<file path="src/rtl/async_op_sched.sv">
// Round-robin scheduler that shares one 4-phase bundled-data async operator
// (inputs A/B, output O) between two synchronous requesters, with a sticky
// timeout trap on a hung handshake.
module async_op_sched #(
  parameter int unsigned N           = 6,
  parameter int unsigned SYNC_STAGES = 2,
  parameter int unsigned TIMEOUT     = 255
) (
  input  logic         clk,
  input  logic         rst,
  input  logic         req0_valid,
  output logic         req0_ready,
  input  logic [N-1:0] req0_a,
  input  logic [N-1:0] req0_b,
  output logic         rsp0_valid,
  input  logic         req1_valid,
  output logic         req1_ready,
  input  logic [N-1:0] req1_a,
  input  logic [N-1:0] req1_b,
  output logic         rsp1_valid,
  output logic [N-1:0] rsp_data,
  output logic         a_r,
  output logic         b_r,
  output logic [N-1:0] a_d,
  output logic [N-1:0] b_d,
  input  logic         a_a,
  input  logic         b_a,
  input  logic         o_r,
  input  logic [N-1:0] o_d,
  output logic         o_a,
  output logic         busy,
  output logic         err
);

  localparam int unsigned CW = $clog2(TIMEOUT + 1);
  localparam logic [CW-1:0] TimeoutVal = CW'(TIMEOUT);

  typedef enum logic [2:0] {StIdle, StSetup, StHs, StResp, StErr} state_e;
  typedef enum logic [1:0] {Ip0, Ip1, IpDone} ip_e;
  typedef enum logic [1:0] {Op0, Op1, OpDone} op_e;

  state_e           r_state, w_state_nxt;
  ip_e              r_ip, w_ip_nxt;
  op_e              r_op, w_op_nxt;
  logic             r_got_a, w_got_a_nxt, r_got_b, w_got_b_nxt;
  logic             r_grant, w_grant_nxt, r_last, w_last_nxt;
  logic [CW-1:0]    r_cnt, w_cnt_nxt, w_cnt_inc;
  logic             r_req, w_req_nxt, r_oa, w_oa_nxt;
  logic [N-1:0]     r_result, w_result_nxt, r_rsp, w_rsp_nxt;
  logic [N-1:0]     r_a_d, w_a_d_nxt, r_b_d, w_b_d_nxt;
  logic [SYNC_STAGES-1:0] r_sync_a, r_sync_b, r_sync_o;
  logic             w_sa, w_sb, w_so, w_take0, w_take1;

  // Bring the async acks/request into the clock domain.
  always_ff @(posedge clk or posedge rst) begin
    if (rst) begin
      r_sync_a <= '0;
      r_sync_b <= '0;
      r_sync_o <= '0;
    end else begin
      r_sync_a <= {r_sync_a[SYNC_STAGES-2:0], a_a};
      r_sync_b <= {r_sync_b[SYNC_STAGES-2:0], b_a};
      r_sync_o <= {r_sync_o[SYNC_STAGES-2:0], o_r};
    end
  end

  assign w_sa = r_sync_a[SYNC_STAGES-1];
  assign w_sb = r_sync_b[SYNC_STAGES-1];
  assign w_so = r_sync_o[SYNC_STAGES-1];

  // Round-robin: on a tie the requester not granted last time wins.
  assign w_take0 = (r_state == StIdle) && req0_valid && (!req1_valid || r_last);
  assign w_take1 = (r_state == StIdle) && req1_valid && (!req0_valid || !r_last);
  assign w_cnt_inc = r_cnt + CW'(1);

  // State and datapath registers.
  always_ff @(posedge clk or posedge rst) begin
    if (rst) begin
      r_state  <= StIdle;
      r_ip     <= Ip0;
      r_op     <= Op0;
      r_got_a  <= 1'b0;
      r_got_b  <= 1'b0;
      r_grant  <= 1'b0;
      r_last   <= 1'b1;
      r_cnt    <= '0;
      r_req    <= 1'b0;
      r_oa     <= 1'b0;
      r_result <= '0;
      r_rsp    <= '0;
      r_a_d    <= '0;
      r_b_d    <= '0;
    end else begin
      r_state  <= w_state_nxt;
      r_ip     <= w_ip_nxt;
      r_op     <= w_op_nxt;
      r_got_a  <= w_got_a_nxt;
      r_got_b  <= w_got_b_nxt;
      r_grant  <= w_grant_nxt;
      r_last   <= w_last_nxt;
      r_cnt    <= w_cnt_nxt;
      r_req    <= w_req_nxt;
      r_oa     <= w_oa_nxt;
      r_result <= w_result_nxt;
      r_rsp    <= w_rsp_nxt;
      r_a_d    <= w_a_d_nxt;
      r_b_d    <= w_b_d_nxt;
    end
  end

  // Next-state: arbitration, setup, concurrent input/output handshakes, timeout.
  always_comb begin
    w_state_nxt  = r_state;
    w_ip_nxt     = r_ip;
    w_op_nxt     = r_op;
    w_got_a_nxt  = r_got_a;
    w_got_b_nxt  = r_got_b;
    w_grant_nxt  = r_grant;
    w_last_nxt   = r_last;
    w_cnt_nxt    = r_cnt;
    w_req_nxt    = r_req;
    w_oa_nxt     = r_oa;
    w_result_nxt = r_result;
    w_rsp_nxt    = r_rsp;
    w_a_d_nxt    = r_a_d;
    w_b_d_nxt    = r_b_d;
    case (r_state)
      StIdle: begin
        if (w_take0 || w_take1) begin
          w_a_d_nxt   = w_take1 ? req1_a : req0_a;
          w_b_d_nxt   = w_take1 ? req1_b : req0_b;
          w_grant_nxt = w_take1;
          w_last_nxt  = w_take1;
          w_state_nxt = StSetup;
        end
      end
      StSetup: begin
        w_req_nxt   = 1'b1;
        w_cnt_nxt   = '0;
        w_ip_nxt    = Ip0;
        w_op_nxt    = Op0;
        w_got_a_nxt = 1'b0;
        w_got_b_nxt = 1'b0;
        w_state_nxt = StHs;
      end
      StHs: begin
        w_cnt_nxt = w_cnt_inc;
        case (r_ip)
          Ip0: begin
            // Hold an early ack on one channel until the other arrives.
            w_got_a_nxt = r_got_a | w_sa;
            w_got_b_nxt = r_got_b | w_sb;
            if (w_got_a_nxt && w_got_b_nxt) begin
              w_req_nxt = 1'b0;
              w_ip_nxt  = Ip1;
            end
          end
          Ip1:     if (!w_sa && !w_sb) w_ip_nxt = IpDone;
          default: ;
        endcase
        case (r_op)
          Op0: begin
            if (w_so) begin
              w_result_nxt = o_d;
              w_oa_nxt     = 1'b1;
              w_op_nxt     = Op1;
            end
          end
          Op1: begin
            if (!w_so) begin
              w_oa_nxt = 1'b0;
              w_op_nxt = OpDone;
            end
          end
          default: ;
        endcase
        // Timeout wins over a completion landing on the same cycle.
        if (w_cnt_inc == TimeoutVal) begin
          w_req_nxt   = 1'b0;
          w_oa_nxt    = 1'b0;
          w_state_nxt = StErr;
        end else if (w_ip_nxt == IpDone && w_op_nxt == OpDone) begin
          w_rsp_nxt   = w_result_nxt;
          w_state_nxt = StResp;
        end
      end
      StResp: w_state_nxt = StIdle;
      StErr: begin
        w_req_nxt = 1'b0;
        w_oa_nxt  = 1'b0;
      end
      default: w_state_nxt = StIdle;
    endcase
  end

  assign req0_ready = w_take0;
  assign req1_ready = w_take1;
  assign rsp0_valid = (r_state == StResp) && !r_grant;
  assign rsp1_valid = (r_state == StResp) && r_grant;
  assign rsp_data   = r_rsp;
  assign a_r        = r_req;
  assign b_r        = r_req;
  assign a_d        = r_a_d;
  assign b_d        = r_b_d;
  assign o_a        = r_oa;
  assign busy       = (r_state != StIdle);
  assign err        = (r_state == StErr);

endmodule

</file>
<file path="config.mk">
export PLATFORM = sky130hd
export DESIGN_NAME = async_op_sched
export DESIGN_NICKNAME = d
export VERILOG_FILES = /design/src/rtl/async_op_sched.sv
export SDC_FILE = /design/constraint.sdc
export NUM_CORES = 1
export LEC_CHECK = 0
export BUFFER_PORTS_ARGS = -buffer_cell sky130_fd_sc_hd__clkbuf_2
export CORE_UTILIZATION = 40
export CTS_BUF_LIST = sky130_fd_sc_hd__clkbuf_16
export DETAILED_ROUTE_END_ITERATION = 7
export GPL_ROUTABILITY_DRIVEN = 0
export SETUP_SLACK_MARGIN = 0.2
export SLEW_MARGIN = 10
export SYNTH_ARGS = -nofsm -noshare
export SYNTH_HDL_FRONTEND = slang
export SYNTH_SLANG_ARGS = --single-unit
</file>
<file path="constraint.sdc">
create_clock -name clk -period 2.6 [get_ports clk]
set_clock_uncertainty 0.05 [all_clocks]
set_input_delay 0.52 -clock clk [delete_from_list [all_inputs] [get_ports clk]]
set_output_delay 0.52 -clock clk [all_outputs]
set_load 0.01 [all_outputs]
</file>
# Word-level counts from Yosys, hierarchy flattened
# Cells that the tools add are included.
word_totals:
  register_bits: 51
classes:
  addsub: 1
  eq_ne: 17
  mux: 32
  bitwise: 4
  n_reduce_logical: 31
op_table:
  columns: ["operator", "count"]
  rows:
  - ["$mux W6", 4]
  - ["$pmux W2 S2", 4]
  - ["$pmux W8 S2", 1]
  - ["$mux W2", 6]
  - ["$pmux W3 S4", 1]
  - ["$logic_and A1 B1 Y1", 9]
  - ["$mux W3", 3]
  - ["$reduce_and A3 Y1", 3]
  - ["$add A8 B1 Y8 const B", 1]
  - ["$eq A8 B8 Y1 const B", 1]
  - ["$mux W1", 8]
  - ["$ne A4 B4 Y1 const B", 2]
  - ["$pmux W1 S2", 4]
  - ["$eq A3 B2 Y1 const B", 2]
  - ["$logic_not A1 Y1", 6]
  - ["$ne A3 B3 Y1 const B", 2]
  - ["$reduce_bool A3 Y1", 2]
  - ["$eq A2 B1 Y1 const B", 2]
  - ["$eq A2 B2 Y1 const B", 2]
  - ["$logic_not A2 Y1", 2]
  - ["$ne A2 B1 Y1 const B", 2]
  - ["$ne A4 B2 Y1 const B", 1]
  - ["$reduce_and A2 Y1", 2]
  - ["$reduce_and A4 Y1", 1]
  - ["other kinds (9)", 14]

# Depth between registers and ports, before layout
# Gate-level depths: netlist of run 1.
logic_depth:
  word_depth: 10
  ltp_mapped: 7
  ltp_nobuf: 7

# Worst setup path after synthesis of run 1
# Ideal clock, no wire load.
synth_timing:
  path_kind: "reg-to-reg"
  startpoint: "register r_cnt[0]"
  endpoint: "register r_rsp[0] (netlist: rsp_data[0])"
  setup_ns: 0.125
  t_arrival_ns: 1.857
  required_time_ns: 2.425
  slack_ns: 0.569
  stages_incl_launch_ff: 7
  period_less_slack_ns: 2.031
  cell_sequence: "dfrtp_1 -> ha_1 -> nand3_2 -> nor3b_1 -> o32ai_2 -> o211ai_4 -> mux2_2"
synth_via:
  elab_chain_cells: 4
synth_lines:
  columns: ["item", "line", "source"]
  rows:
  - ["from (decl)", "47", "logic [CW-1:0] r_cnt, w_cnt_nxt, w_cnt_inc;"]
  - ["from (signal assigned)", "101", "r_cnt <= w_cnt_nxt;"]
  - ["$add A8 B1 Y8", "74", "assign w_cnt_inc = r_cnt + CW'(1);"]
  - ["$eq A8 B8 Y1", "178", "if (w_cnt_inc == TimeoutVal) begin"]
  - ["$not A1 Y1 (no source line)", null, null]
  - ["$reduce_and A3 Y1 (no source line)", null, null]
  - ["to (signal assigned)", "105", "r_rsp <= w_rsp_nxt;"]
  - ["to (decl)", "49", "logic [N-1:0] r_result, w_result_nxt, r_rsp, w_rsp_nxt;"]
# No other way between the ends.
# A chain may end at the register's enable or synchronous reset.

# Worst setup path after layout of run 1
layout_timing:
  startpoint: "register r_cnt[0]"
  endpoint: "register r_rsp[3] (netlist: rsp_data[3])"
# Same word-level chain as after synthesis.

==> results of run 1 <==
==> synthesized netlist by cell type, drive strengths merged (2+ instances only) <==
cell | count | share of area
a21oi | 10 | 0.021
a31oi | 14 | 0.036
and2 | 2 | 0.0051
and4b | 2 | 0.0082
buf | 3 | 0.0082
clkbuf | 5 | 0.0077
dfrtp | 50 | 0.51
ha | 2 | 0.010
inv | 9 | 0.014
mux2 | 18 | 0.083
nand2 | 46 | 0.071
nand2b | 4 | 0.010
nand3 | 3 | 0.0082
nor2 | 27 | 0.042
nor3 | 4 | 0.010
nor3b | 4 | 0.012
o21ai | 19 | 0.039
o22ai | 4 | 0.010
or3 | 2 | 0.0051
==> worst min-delay path by stage <==
| stage | to | slack, ns |
|---|---|---|
| 2_1_floorplan | r_sync_a[1] | 0.28 |
| 3_3_place_gp | r_sync_b[1] | 0.28 |
| 3_5_place_dp | r_sync_b[1] | 0.28 |
| 4_1_cts | a_d[4] | 0.15 |
| 5_1_grt | a_d[4] | 0.15 |
| 6_report | a_d[4] | 0.13 |
==> layer usage <==
layer,track usage,vias to the layer above
li1,-,1012
met1,0.250,968
met2,0.258,48
met3,0.0503,6
met4,0.0518,0
met5,0,-
==> report_power, final <==
part           internal, mW  switching (mW)
Sequential             1.10           0.226
Clock                 0.454           0.294
Combinational         0.575           0.692
Total                  2.12            1.21
==> timing repair <==
| item | 4_1_cts | 5_1_grt |
|---|---|---|
| endpoints found under the hold margin | 0 | 0 |
| endpoints found under the setup margin | 0 | 6 |
| gates resized for setup | 0 | 1 |
==> state kept, by name, summed over array words and instances, names as in the netlist <==
signal    count
a_d           6
a_r           1
b_d           6
o_a           1
r_cnt         8
r_got_a       1
r_got_b       1
r_grant       1
r_ip          2
r_last        1
r_op          2
r_result      6
r_state       3
r_sync_a      2
r_sync_b      2
r_sync_o      2
rsp_data      6
==> placed cells by master (no fill, tap or decap), drive strengths merged, types with 8 or more instances in the layout <==
cell type	netlist	final
mux2	18	18
o21ai	19	19
clkbuf	5	68
dfrtp	50	50
nand2	46	46
a31oi	14	14
buf	3	8
inv	9	9
nor2	27	27
a21oi	10	10
==> area by class of cell <==
type                            count  area (sq um)  area share
Clock inverter                      3          43.8      0.0144
Sequential cell                    51          1280       0.421
Inverter                            9          33.8      0.0111
Clock buffer                        5           125      0.0412
Timing Repair Buffer               71           375       0.124
Multi-Input combinational cell    181          1080       0.358
Tap cell                           75          93.8      0.0309
==> worst max-delay path, stage by stage, from the launching register on <==
cell and delay, ns:
sky130_fd_sc_hd__dfrtp_1 0.47, sky130_fd_sc_hd__ha_2 0.28, sky130_fd_sc_hd__nand3_2 0.13, sky130_fd_sc_hd__nor3_1 0.28
sky130_fd_sc_hd__o32ai_2 0.17, sky130_fd_sc_hd__o211ai_4 0.33, sky130_fd_sc_hd__mux2_2 0.38
==> logic make-up after synthesis <==
kind of cell | after synthesis | synth area share
mux | 18 | 0.0833
simple gates | 105 | 0.206
buf+inv | 17 | 0.0298
flops | 51 | 0.525
compound gates | 56 | 0.145
fa+ha+maj | 2 | 0.0103
==> through the flow <==
stage / instances / worst slack (ns) / hold WS (ns) / utilization
floorplan: 249 / 0.569 / 0.281 / -
global placement: 387 / 0.421 / 0.284 / 0.486
detailed placement: 387 / 0.341 / 0.285 / 0.486
CTS: 395 / 0.334 / 0.147 / 0.515
global route: 395 / 0.227 / 0.154 / 0.516
finish: 395 / 0.380 / 0.133 / 0.516
==> metrics list, run 1 <==
- The routed layout has 2034 vias.
* Placement Cell Area: 2860 sq um
- In this run the worst path has a maximum fanout of 9.
* Antenna diode count: 0
- Vias per cell: 5.15
* Finish-stage setup viols: 0
- Count of max-cap constraint violations: 0
- Die area: 6400 sq um
* Number of buffers created by CTS: 5
- In this run the vertical extent of the chip is 80.0 um.
- For this run, the total global-route usage over all layers was measured as 0.176.
- Yosys mapped the design onto 43 distinct sky130hd cell types.
- Via count of the first global-routing pass: 1874
- A synthesized cell averages 9.77 sq um.
- The floorplan has 28 rows.
* Last element of the critical path: rsp_data[3]
- Number of H-tree branching levels: 2
- After detailed routing, the number of remaining DRC violations is 0.
* R2R cell count: 6
- The area growth from synthesis to layout is 24.7%.
* Core region area: 5890 sq um
- Antenna violations before repair: 0
* FMAX: 450 MHz
* Total of flip-flops plus latches after synthesis: 51
- Power per cell area: 1100 nW/um^2
- Slew HR: 0.609
* Arrival time of the worst setup path: 2.34 ns
- Port buffering added 63 buffers.
* Die Width: 80.0 um
- Maximum buffer depth of the clock tree: 2
- Final cycle utilization of the critical path: 0.854
- Wire length per cell after detailed routing: 13.1 um
- Critical register-to-register path startpoint: r_cnt[0]
* Number of failing hold endpoints at the final stage: 0
* Hold WC Path Type: input pin to asynchronous set/reset pin
- Detailed routing placed a total of 232 um of wire on met3.
- For this design the static power due to leakage is 1.47 nW.
- Min Clock Period, post-route: 2.22 ns
* Sequential area share after synthesis: 0.525
- In this run the worst setup path begins at r_cnt[0].
- In this run the remaining antenna-violating nets after routing total 0.
* DRT Wirelength: 5190 um
- After filler insertion, the fill cell instance count of the layout stands at 575.
- Setup repair after global routing left no endpoint under its margin.
- The endpoint identified for the worst register-to-register timing path is rsp_data[3].
- Launching element type of the critical path: register
* Netlist area before placement: 2430 sq um
- Clock root buffer: sky130_fd_sc_hd__clkbuf_16
- STA classifies the critical path endpoint as a register.
- The run finished with clean final reports.
- The number of pins exceeding their max-slew limit in the final report came to 0.
- The HPWL after detailed placement is 3710 um.
* Uppermost layer routed: met4
* 1st-pass router iterations: 4
- The critical path is of the register to register type.
* Post-layout total power: 3.34 mW
* Post-Synthesis Cells: 249
- Maximum number of pins on one net before global-route repair: 27
- For this run the aggregate overflow at the end of global routing stands at 0.
- Clock latency reported for the late side of the worst-skew pair: 0.29 ns
- Total negative setup slack: 0 ns
- CTS clk-pin slew, worst paths: 0.07 ns
- Hold_buf cts: 0
- TritonCTS clock tree: built
- Top_reg_cell synth: sky130_fd_sc_hd__dfrtp_1
- The detailed router finished its first iteration with 127 violations.
- Count of buffers added by post-CTS timing repair for setup: 0
* Count of warnings emitted by yosys: 0
- Total Nets Final: 358
- Final Instance Area: 3030 sq um
* Fraction of layout instances using a drive strength above 1: 0.334
- For this block, wires on met1 add up to 2560 um.
- Reg-to-reg setup timing slack: 0.38 ns
* Endpoint required time on the critical path: 2.72 ns
- The first global-routing pass estimated 8680 um of wire.
* Largest vdd supply drop: 0.433 mV
- Worst-Margin Slew: 0.585 ns
- The initial utilization of the core area, before any placement, comes to 0.413.
- Post-synth EDFFs: 0
- Routed met2 length: 2340 um
- TritonCTS sink count: 51
- IO Count: 64
- For this run, asynchronously set or reset flops after synthesis account for 1.00.
- Number of nets in the synthesized netlist: 288
Note: power is estimated with default switching activity, not from simulation.
==> inputs of run 2 (changes only) <==
PLACE_DENSITY = 0.66   (was unset)
clock period = 1.91 ns   (was 2.6 ns; I/O delays follow)
==> run 2 against run 1 <==
The run now ends with setup timing left. Highest routed layer unchanged. Clock power increased by 40%. First-iteration DRC count rose by 13%. Sequential cell count is the same. Count of clock-buffer cells in the layout stayed put. Largest power group is now combinational cells. Global-route usage rose by 2.1 points. Sequential power rose by 36%. Critical path depth up 1. Utilization is 11 points higher. Critical endpoint is now rsp_data[4].
==> metrics list, run 2 (synthesis results as in run 1) <==
* Status: complete, but fails checks (was completed)
* Violations in the final reports: setup timing
- The floorplan die height was 80.0 um (unchanged).
* Number of failing hold endpoints at the final stage: 0 (unchanged)
- Final Slew Violations: 0 (unchanged)
- The diode insertion count for antenna repair is 0 (unchanged).
- The number of buffers between clock root and the deepest sink came to 2 (unchanged).
- Initial standard-cell utilization of the core: 0.413 (unchanged)
- The data arrival at the endpoint of the critical path came to 2.07 ns (was 2.34 ns).
- The slew of the pin with the lowest slew margin came to 0.386 ns (was 0.585 ns).
- The leading cell type in the layout, fill and taps excluded is sky130_fd_sc_hd__clkbuf_2 (unchanged).
* Largest register by flop count: r_cnt (unchanged)
- Launching element type of the critical path: register (unchanged)
* Number of flip-flops under the largest register name: 8 (unchanged)
* End of the worst register-to-register path: rsp_data[4] (was rsp_data[3])
- The pin count of the biggest net entering global routing is 52 (was 27).
- Total Nets Final: 394 (was 358)
- The via-per-instance ratio was 5.20 (was 5.15).
- Fraction of layout instances using a drive strength above 1: 0.500 (was 0.334)
* Finished Layout Cells: 431 (was 395)
* Hold WC Path Type: input pin to asynchronous set/reset pin (unchanged)
- The count of buffers from port buffering was 63 (unchanged).
- Leakage Power: 1.73 nW (was 1.47 nW)
- Most used cells in the layout excluding fill and tap cells: 58 x sky130_fd_sc_hd__clkbuf_2, 46 x sky130_fd_sc_hd__dfrtp_1, 44 x sky130_fd_sc_hd__nand2_1 (was 63 x sky130_fd_sc_hd__clkbuf_2, 50 x sky130_fd_sc_hd__dfrtp_1, 46 x sky130_fd_sc_hd__nand2_1)
* Finish-stage setup viols: 6 (was 0)
- Die area: 6400 sq um (unchanged)
* Endpoint required time on the critical path: 2.04 ns (was 2.72 ns)
- Multi-input combinational cell area: 1360 sq um (was 1080 sq um)
* Cell Rows: 28 (unchanged)
* DRT Wirelength: 6090 um (was 5190 um)
- The via count of the first global-routing pass was 2094 (was 1874).
* CTS clk-pin slew, worst paths: 0.07 ns (about the same)
- HPWL after detailed placement: 3850 um (was 3710 um)
- The slack of the worst reg-to-reg path came to -0.04 ns (was 0.38 ns).
- Post-layout total power: 5.38 mW (was 3.34 mW)
- The number of max-capacitance violations reported is 0 (unchanged).
- The first-pass GRT wire length came to 9650 um (was 8680 um).
* Number of H-tree branching levels: 2 (unchanged)
* Placed Cells: 404 (was 387)
* Register Area: 1280 sq um (about the same)
- Total number of vias: 2241 (was 2034)
* Clock root buffer: sky130_fd_sc_hd__clkbuf_16 (unchanged)
- The total routing resource utilization after global routing came to 0.197 (was 0.176).
- Final cycle utilization of the critical path: 1.02 (was 0.854)
- The die width is 80.0 um (unchanged).
- 1st-pass router iterations: 4 (unchanged)
- TritonCTS sink count: 51 (unchanged)
- Drc violations: 0 (unchanged)
- The startpoint of the worst-slack reg-to-reg timing path was r_cnt[0] (unchanged).
- Crit. End Element: register (unchanged)
* Number of buffers created by CTS: 5 (unchanged)
- Wire length per cell after detailed routing: 14.1 um (was 13.1 um)
- The fmax is 514 MHz (was 450 MHz).
- TritonCTS clock tree: built (unchanged)
* Remaining global-route overflow: 0 (unchanged)
* Syn-to-layout area delta: 52.0% (was 24.7%)
- Core region area: 5890 sq um (unchanged)
- Min Clock Period, post-route: 1.95 ns (was 2.22 ns)
* DRC violation total after the first TritonRoute iteration: 144 (was 127)
- Largest vdd supply drop: 0.908 mV (was 0.433 mV)
- IO Count: 64 (unchanged)
* Clock latency reported for the late side of the worst-skew pair: 0.29 ns (about the same)
* Worst setup slack after placement: -0.0743 ns (was 0.341 ns)
- R2R cell count: 7 (was 6)
- The maximum fanout count along the critical path was 7 (was 9).
- The number of antenna violations at the first check in global routing was 0 (unchanged).
- The classification of the worst setup path was register to register (unchanged).
* Antenna-violating nets left: 0 (unchanged)
- RSZ-0062 raised after global routing: true (was false).
* PnR worst setup slack: -0.0353 ns (was 0.380 ns)
- Total of fill cells in the finished design: 461 (was 575)
* Power per cell area: 1450 nW/um^2 (was 1100 nW/um^2)
- Slew HR: 0.743 (was 0.609)
==> run 2: changes by cell type in the layout (fill, tap and decap cells not counted), sizes merged <==
cell | before | now
clkinv | 2 | 1
clkbuf | 68 | 63
inv | 9 | 10
buf | 8 | 49
==> run 2: worst max-delay path by stage <==
| stage | startpoint | endpoint | slack [ns] |
|---|---|---|---|
| 2_1_floorplan | r_cnt[0] | rsp_data[0] | 0.06 |
| 3_3_place_gp | r_cnt[1] | rsp_data[3] | -0.04 |
| 3_5_place_dp | r_cnt[1] | rsp_data[5] | -0.07 |
| 4_1_cts | r_cnt[1] | rsp_data[4] | -0.03 |
| 5_1_grt | r_cnt[0] | rsp_data[5] | -0.08 |
| 6_report | r_cnt[0] | rsp_data[4] | -0.04 |
==> run 2: final cells by class <==
class                           count  share of cell area
Clock buffer                        5              0.0338
Clock inverter                      3              0.0129
Tap cell                           75              0.0254
Timing Repair Buffer              107               0.204
Sequential cell                    51               0.347
Inverter                            9             0.00914
Multi-Input combinational cell    181               0.368
==> run 2: routing by layer <==
| metal | vias to the layer above | global-route usage | wire length [um] |
|---|---|---|---|
| met5 | - | 0 | 0 |
| met4 | 0 | 0.0482 | 62 |
| met3 | 7 | 0.0469 | 281 |
| met2 | 63 | 0.322 | 3040 |
| met1 | 1083 | 0.263 | 2710 |
| li1 | 1088 | - | - |
==> run 2: through the flow <==
| stage | TNS, ns | cell area [sq um] | util | hold slack, ns |
|---|---|---|---|---|
| finish | -0.155 | 3700 | 0.628 | 0.0401 |
| global route | -0.617 | 3700 | 0.628 | 0.0748 |
| CTS | -0.150 | 3410 | 0.579 | 0.0698 |
| detailed placement | -0.394 | 3040 | 0.517 | 0.285 |
| global placement | -0.254 | 3040 | 0.517 | 0.285 |
| floorplan | 0 | 2470 | - | 0.281 |
==> run 2: timing repair <==
item	in CTS	in global routing
endpoints found under the hold margin	0	0
setup endpoints to repair	25	27
gates resized for setup	23	60
pin swaps	13	16
hold buffers	0	0
setup buffers	9	10
==> run 2: power breakdown <==
| part | switching [mW] | leakage (nW) | total [mW] | internal, mW |
|---|---|---|---|---|
| logic | 1.23 | 1.03 | 2.53 | 1.30 |
| clock network | 0.423 | 0.0844 | 1.05 | 0.626 |
| registers | 0.305 | 0.620 | 1.80 | 1.50 |
| total | 1.95 | 1.73 | 5.38 | 3.42 |
==> run 2: worst max-delay path: stages (launching register included) <==
cell and delay [ns]:
sky130_fd_sc_hd__dfrtp_2 0.45, sky130_fd_sc_hd__ha_4 0.21, sky130_fd_sc_hd__buf_4 0.14, sky130_fd_sc_hd__and3b_1 0.21
sky130_fd_sc_hd__o22ai_4 0.19, sky130_fd_sc_hd__o211ai_4 0.12, sky130_fd_sc_hd__buf_12 0.16, sky130_fd_sc_hd__mux2_4 0.30
==> inputs of run 3 (changes only) <==
ABC_AREA = 1   (was unset)
PLACE_DENSITY = 0.65   (was 0.66)
==> run 3 against run 2 <==
The flow finishes with violations (hold timing). Non-clock buffer count fell by 29. Count of clock-buffer cells in the layout unchanged. Sequential power fell by 3%. Die area is 2.5% higher. Register-to-register slack improved by 0.28 ns. Cell count is 1.2% higher. Combinational power is 21% lower. Fmax increased by 13%. Largest cell class is now registers. Highest routed layer unchanged.
==> metrics list, run 3 <==
- Most common cell after layout, fill and taps aside: sky130_fd_sc_hd__nand2_1 (was sky130_fd_sc_hd__clkbuf_2)
* Min Clock Period, post-route: 1.72 ns (was 1.95 ns)
- Drc violations: 0 (unchanged)
- The root buffer cell is sky130_fd_sc_hd__clkbuf_16 (unchanged).
* Number of nets in the synthesized netlist: 321 (was 288)
- The first-pass GRT wire length came to 8730 um (was 9650 um).
- Largest vdd supply drop: 0.920 mV (was 0.908 mV)
* Post-Synth Adder-Cell Area: 0.0100 (was 0.0103)
- TritonCTS sink count: 51 (unchanged)
- Share of the core filled with cells in the final layout: 0.536 (was 0.628)
- Total global routing track utilization: 0.173 (was 0.197)
- The total power divided by cell area is 1450 nW/um^2 (about the same).
- The worst-case hold slack is -0.00274 ns (was 0.0401 ns).
- The flip-flop count of the largest register after layout was 8 (unchanged).
- The count of nets left with antenna violations after detail routing came to 0 (unchanged).
* Hold WC Path Type: input pin to asynchronous set/reset pin (unchanged)
* Status: complete, but fails checks (unchanged)
* Sequential area share after synthesis: 0.512 (was 0.525)
- Total Nets Final: 399 (was 394)
* Final Slew Violations: 0 (unchanged)
* HPWL after detailed placement: 3800 um (was 3850 um)
- Hold_buf cts: 0 (unchanged)
- RSZ-0062 raised after global routing: true (unchanged)
- Synth top area cells: sky130_fd_sc_hd__dfrtp_1 50%, sky130_fd_sc_hd__nand2_1 11%, sky130_fd_sc_hd__inv_1 3.8%, sky130_fd_sc_hd__nor2_1 3.5%, sky130_fd_sc_hd__a31oi_1 3.3% (was sky130_fd_sc_hd__dfrtp_1 51%, sky130_fd_sc_hd__mux2_2 8.3%, sky130_fd_sc_hd__nand2_1 7.1%, sky130_fd_sc_hd__nor2_1 4.2%, sky130_fd_sc_hd__o21ai_0 3.9%).
* CTS clk-pin slew, worst paths: 0.07 ns (about the same)
- The post-place instance area is 2900 sq um (was 3040 sq um).
- The remaining global-route overflow came to 0 (unchanged).
- Most frequent cells after synthesis: 76 x sky130_fd_sc_hd__nand2_1, 50 x sky130_fd_sc_hd__dfrtp_1, 25 x sky130_fd_sc_hd__inv_1 (was 50 x sky130_fd_sc_hd__dfrtp_1, 46 x sky130_fd_sc_hd__nand2_1, 27 x sky130_fd_sc_hd__nor2_1).
* DRT Wirelength: 5300 um (was 6090 um)
- The number of top-level pins came to 64 (unchanged).
* Post-synth EDFFs: 0 (unchanged)
- Leakage Power: 1.61 nW (was 1.73 nW)
- The final number of setup-violating endpoints came to 0 (was 6).
- The fmax was 581 MHz (was 514 MHz).
- Post-synthesis cell type with the largest combined area: sky130_fd_sc_hd__dfrtp_1 (unchanged)
* Netlist area before placement: 2490 sq um (was 2430 sq um)
- The multi-input logic area was 1130 sq um (was 1360 sq um).
- The classification of the worst setup path was register to primary output (was register to register).
* Vias per cell: 4.80 (was 5.20)
* Clock latency reported for the late side of the worst-skew pair: 0.29 ns (about the same)
- Total of flip-flops plus latches after synthesis: 51 (unchanged)
* Worst-Margin Slew: 0.427 ns (was 0.386 ns)
* Number of buffers created by CTS: 5 (unchanged)
- The share of synthesized registers carrying an async set or reset came to 1.00 (unchanged).
- Total of fill cells in the finished design: 570 (was 461)
- Post-Synthesis Cells: 282 (was 249)
* Number of I/O port buffers: 63 (unchanged)
- Maximum number of pins on one net before global-route repair: 25 (was 52)
- The count of H-tree levels built during CTS is 2 (unchanged).
- Proportion of synthesized area in mux cells: 0.0241 (was 0.0833)
- The most used flip-flop cell after synthesis is sky130_fd_sc_hd__dfrtp_1 (unchanged).
- Number of failing hold endpoints at the final stage: 12 (was 0)
- The area share of the largest cell type after synthesis came to 0.502 (was 0.514).
* Die area: 6550 sq um (was 6400 sq um)
- The number of max-capacitance violations reported is 0 (unchanged).
- Avg Inst Size Synth: 8.84 sq um (was 9.77 sq um)
- Crit path cell chain: nor2_4 > nand2_2 > nor3b_4 > buf_2 (was ha_4 > buf_4 > and3b_1 > o22ai_4 > o211ai_4 > buf_12 > mux2_4)
- Die Width: 81.0 um (was 80.0 um)
* Maximum buffer depth of the clock tree: 2 (unchanged)
- Slowest stage cell, crit path: sky130_fd_sc_hd__dfrtp_1 (was sky130_fd_sc_hd__dfrtp_2)
- Register Area: 1280 sq um (about the same)
* Crit. End Element: primary output (was register)
- Xor-xnor portion of the synthesized cell area: 0 (unchanged)
- The max-slew headroom at the worst pin is 0.715 (was 0.743).
* Arrival time of the worst setup path: 1.29 ns (was 2.07 ns)
- First element of the critical path: r_state[1] (was r_cnt[0])
* Final Instance Area: 3190 sq um (was 3700 sq um)
* Final cycle utilization of the critical path: 0.901 (was 1.02)
- The diode insertion count for antenna repair came to 0 (unchanged).
- The compound-cell area share of the yosys netlist was 0.124 (was 0.145).
* Total negative setup slack: 0 ns (was -0.155 ns)
- The number of warnings reported in the yosys synthesis log came to 0 (unchanged).
- Critical path's largest stage delay: 0.41 ns (was 0.45 ns)
- Via count of the first global-routing pass: 1919 (was 2094)
- Wire length per cell after detailed routing: 12.1 um (was 14.1 um)
- Fraction of layout instances using a drive strength above 1: 0.391 (was 0.500)
- Most used cells in the layout excluding fill and tap cells: 71 x sky130_fd_sc_hd__nand2_1, 60 x sky130_fd_sc_hd__clkbuf_2, 49 x sky130_fd_sc_hd__dfrtp_1 (was 58 x sky130_fd_sc_hd__clkbuf_2, 46 x sky130_fd_sc_hd__dfrtp_1, 44 x sky130_fd_sc_hd__nand2_1).
- The unique cell type count in the Yosys netlist was 33 (was 43).
- Cell type group with the largest total delay on the critical path: simple AND/OR/NAND/NOR gates (was flip-flops)
- Bufs and invs on worst path: 1 (was 2)
* Most frequent cell after synthesis: sky130_fd_sc_hd__nand2_1 (was sky130_fd_sc_hd__dfrtp_1)
- The number of antenna violations at the first check in global routing was 0 (unchanged).
- Launching element type of the critical path: register (unchanged)
- The data required time of the critical path was 1.48 ns (was 2.04 ns).
* Critical register-to-register path startpoint: r_cnt[1] (was r_cnt[0])
* Die boundary height: 81.0 um (was 80.0 um)
- The number of iterations in the first detailed-routing pass is 7 (was 4).
- Initial standard-cell utilization of the core: 0.419 (was 0.413)
- The register with the highest flop count was r_cnt (unchanged).
* Area share of and/or/nand/nor cells after synthesis: 0.259 (was 0.206)
- The number of violations reported at the end of detailed-routing iteration 0 is 82 (was 144).
- Core region area: 5960 sq um (was 5890 sq um)
* Total number of vias: 2093 (was 2241)
* Highest net fanout along the worst path: 3 (was 7)
- Cell Rows: 28 (unchanged)
* Largest family of logic cells by synthesized area: simple AND/OR/NAND/NOR gates (unchanged)
* Violations in the final reports: hold timing (was setup timing)
- Syn-to-layout area delta: 28.0% (was 52.0%)
- TritonCTS clock tree: built (unchanged)
## run 3: worst register-to-register path, cell delays in order, from the launching register on
cell	delay (ns)
sky130_fd_sc_hd__dfrtp_2	0.45
sky130_fd_sc_hd__ha_4	0.20
sky130_fd_sc_hd__nand2_4	0.10
sky130_fd_sc_hd__nand2_4	0.06
sky130_fd_sc_hd__nor2_4	0.10
sky130_fd_sc_hd__nand3_2	0.09
sky130_fd_sc_hd__nor2_4	0.16
sky130_fd_sc_hd__nand2_4	0.11
sky130_fd_sc_hd__nand3_2	0.08
sky130_fd_sc_hd__nand2_2	0.07
sky130_fd_sc_hd__nand2_1	0.05
sky130_fd_sc_hd__nand2_1	0.04
## run 3: cell families (layout without fill, tap and decap cells)
kind of cell | Yosys count | after routing
and+or+nand+nor | 136 | 138
DFF | 51 | 51
AOI/OAI and AO/OA | 49 | 49
buffers and inverters | 38 | 115
muxes | 6 | 6
adders and majority gates | 2 | 2
## run 3: metrics by stage
stage	setup slack [ns]	cells	hold WS [ns]	total power, mW
after floorplan	0.250	282	0.281	2.98
after global placement	0.228	419	0.284	3.54
after detailed placement	0.175	419	0.288	3.58
after CTS	0.170	432	0.0100	4.51
after global routing	0.115	436	0.0266	5.01
final	0.188	436	-0.00274	4.62
## run 3: path summary, 6_finish.rpt
kind | slack [ns] | end | cells past startpoint
setup / recovery | 0.19 | req0_ready | 4
hold / removal | -0.003 | r_result[5] | 2
setup reg to reg | 0.24 | a_r | 11
hold reg to reg | 0.30 | r_sync_o[1] | 0
max in group asynchronous | 1.23 | r_cnt[1] | 3
min in group clk | 0.15 | r_sync_a[0] | 1
## run 3: area by class of cell
type,instances,area share
Sequential cell,51,0.401
Multi-Input combinational cell,195,0.354
Timing Repair Buffer,78,0.135
Clock buffer,5,0.0392
Inverter,29,0.0368
Tap cell,75,0.0294
Clock inverter,3,0.00510
## run 3: report_power, final
group,switching [mW],internal [mW]
Combinational,1.19,0.819
Sequential,0.277,1.47
Clock,0.385,0.479
## run 3: what timing repair did
| action | in CTS | in global routing |
|---|---|---|
| pin swaps | 2 | 11 |
| setup buffers | 4 | 3 |
| resized for setup | 1 | 30 |
| gates cloned | 1 | 1 |
| endpoints found under the setup margin | 7 | 28 |
| endpoints found under the hold margin | 0 | 0 |
## run 3: per-layer routing
| layer | up-vias | wire (um) | track usage |
|---|---|---|---|
| met2 | 60 | 2600 | 0.291 |
| met4 | 0 | 44 | 0.0411 |
| met3 | 6 | 312 | 0.0483 |
| met1 | 952 | 2340 | 0.219 |
| met5 | - | 0 | 0 |
| li1 | 1075 | - | - |
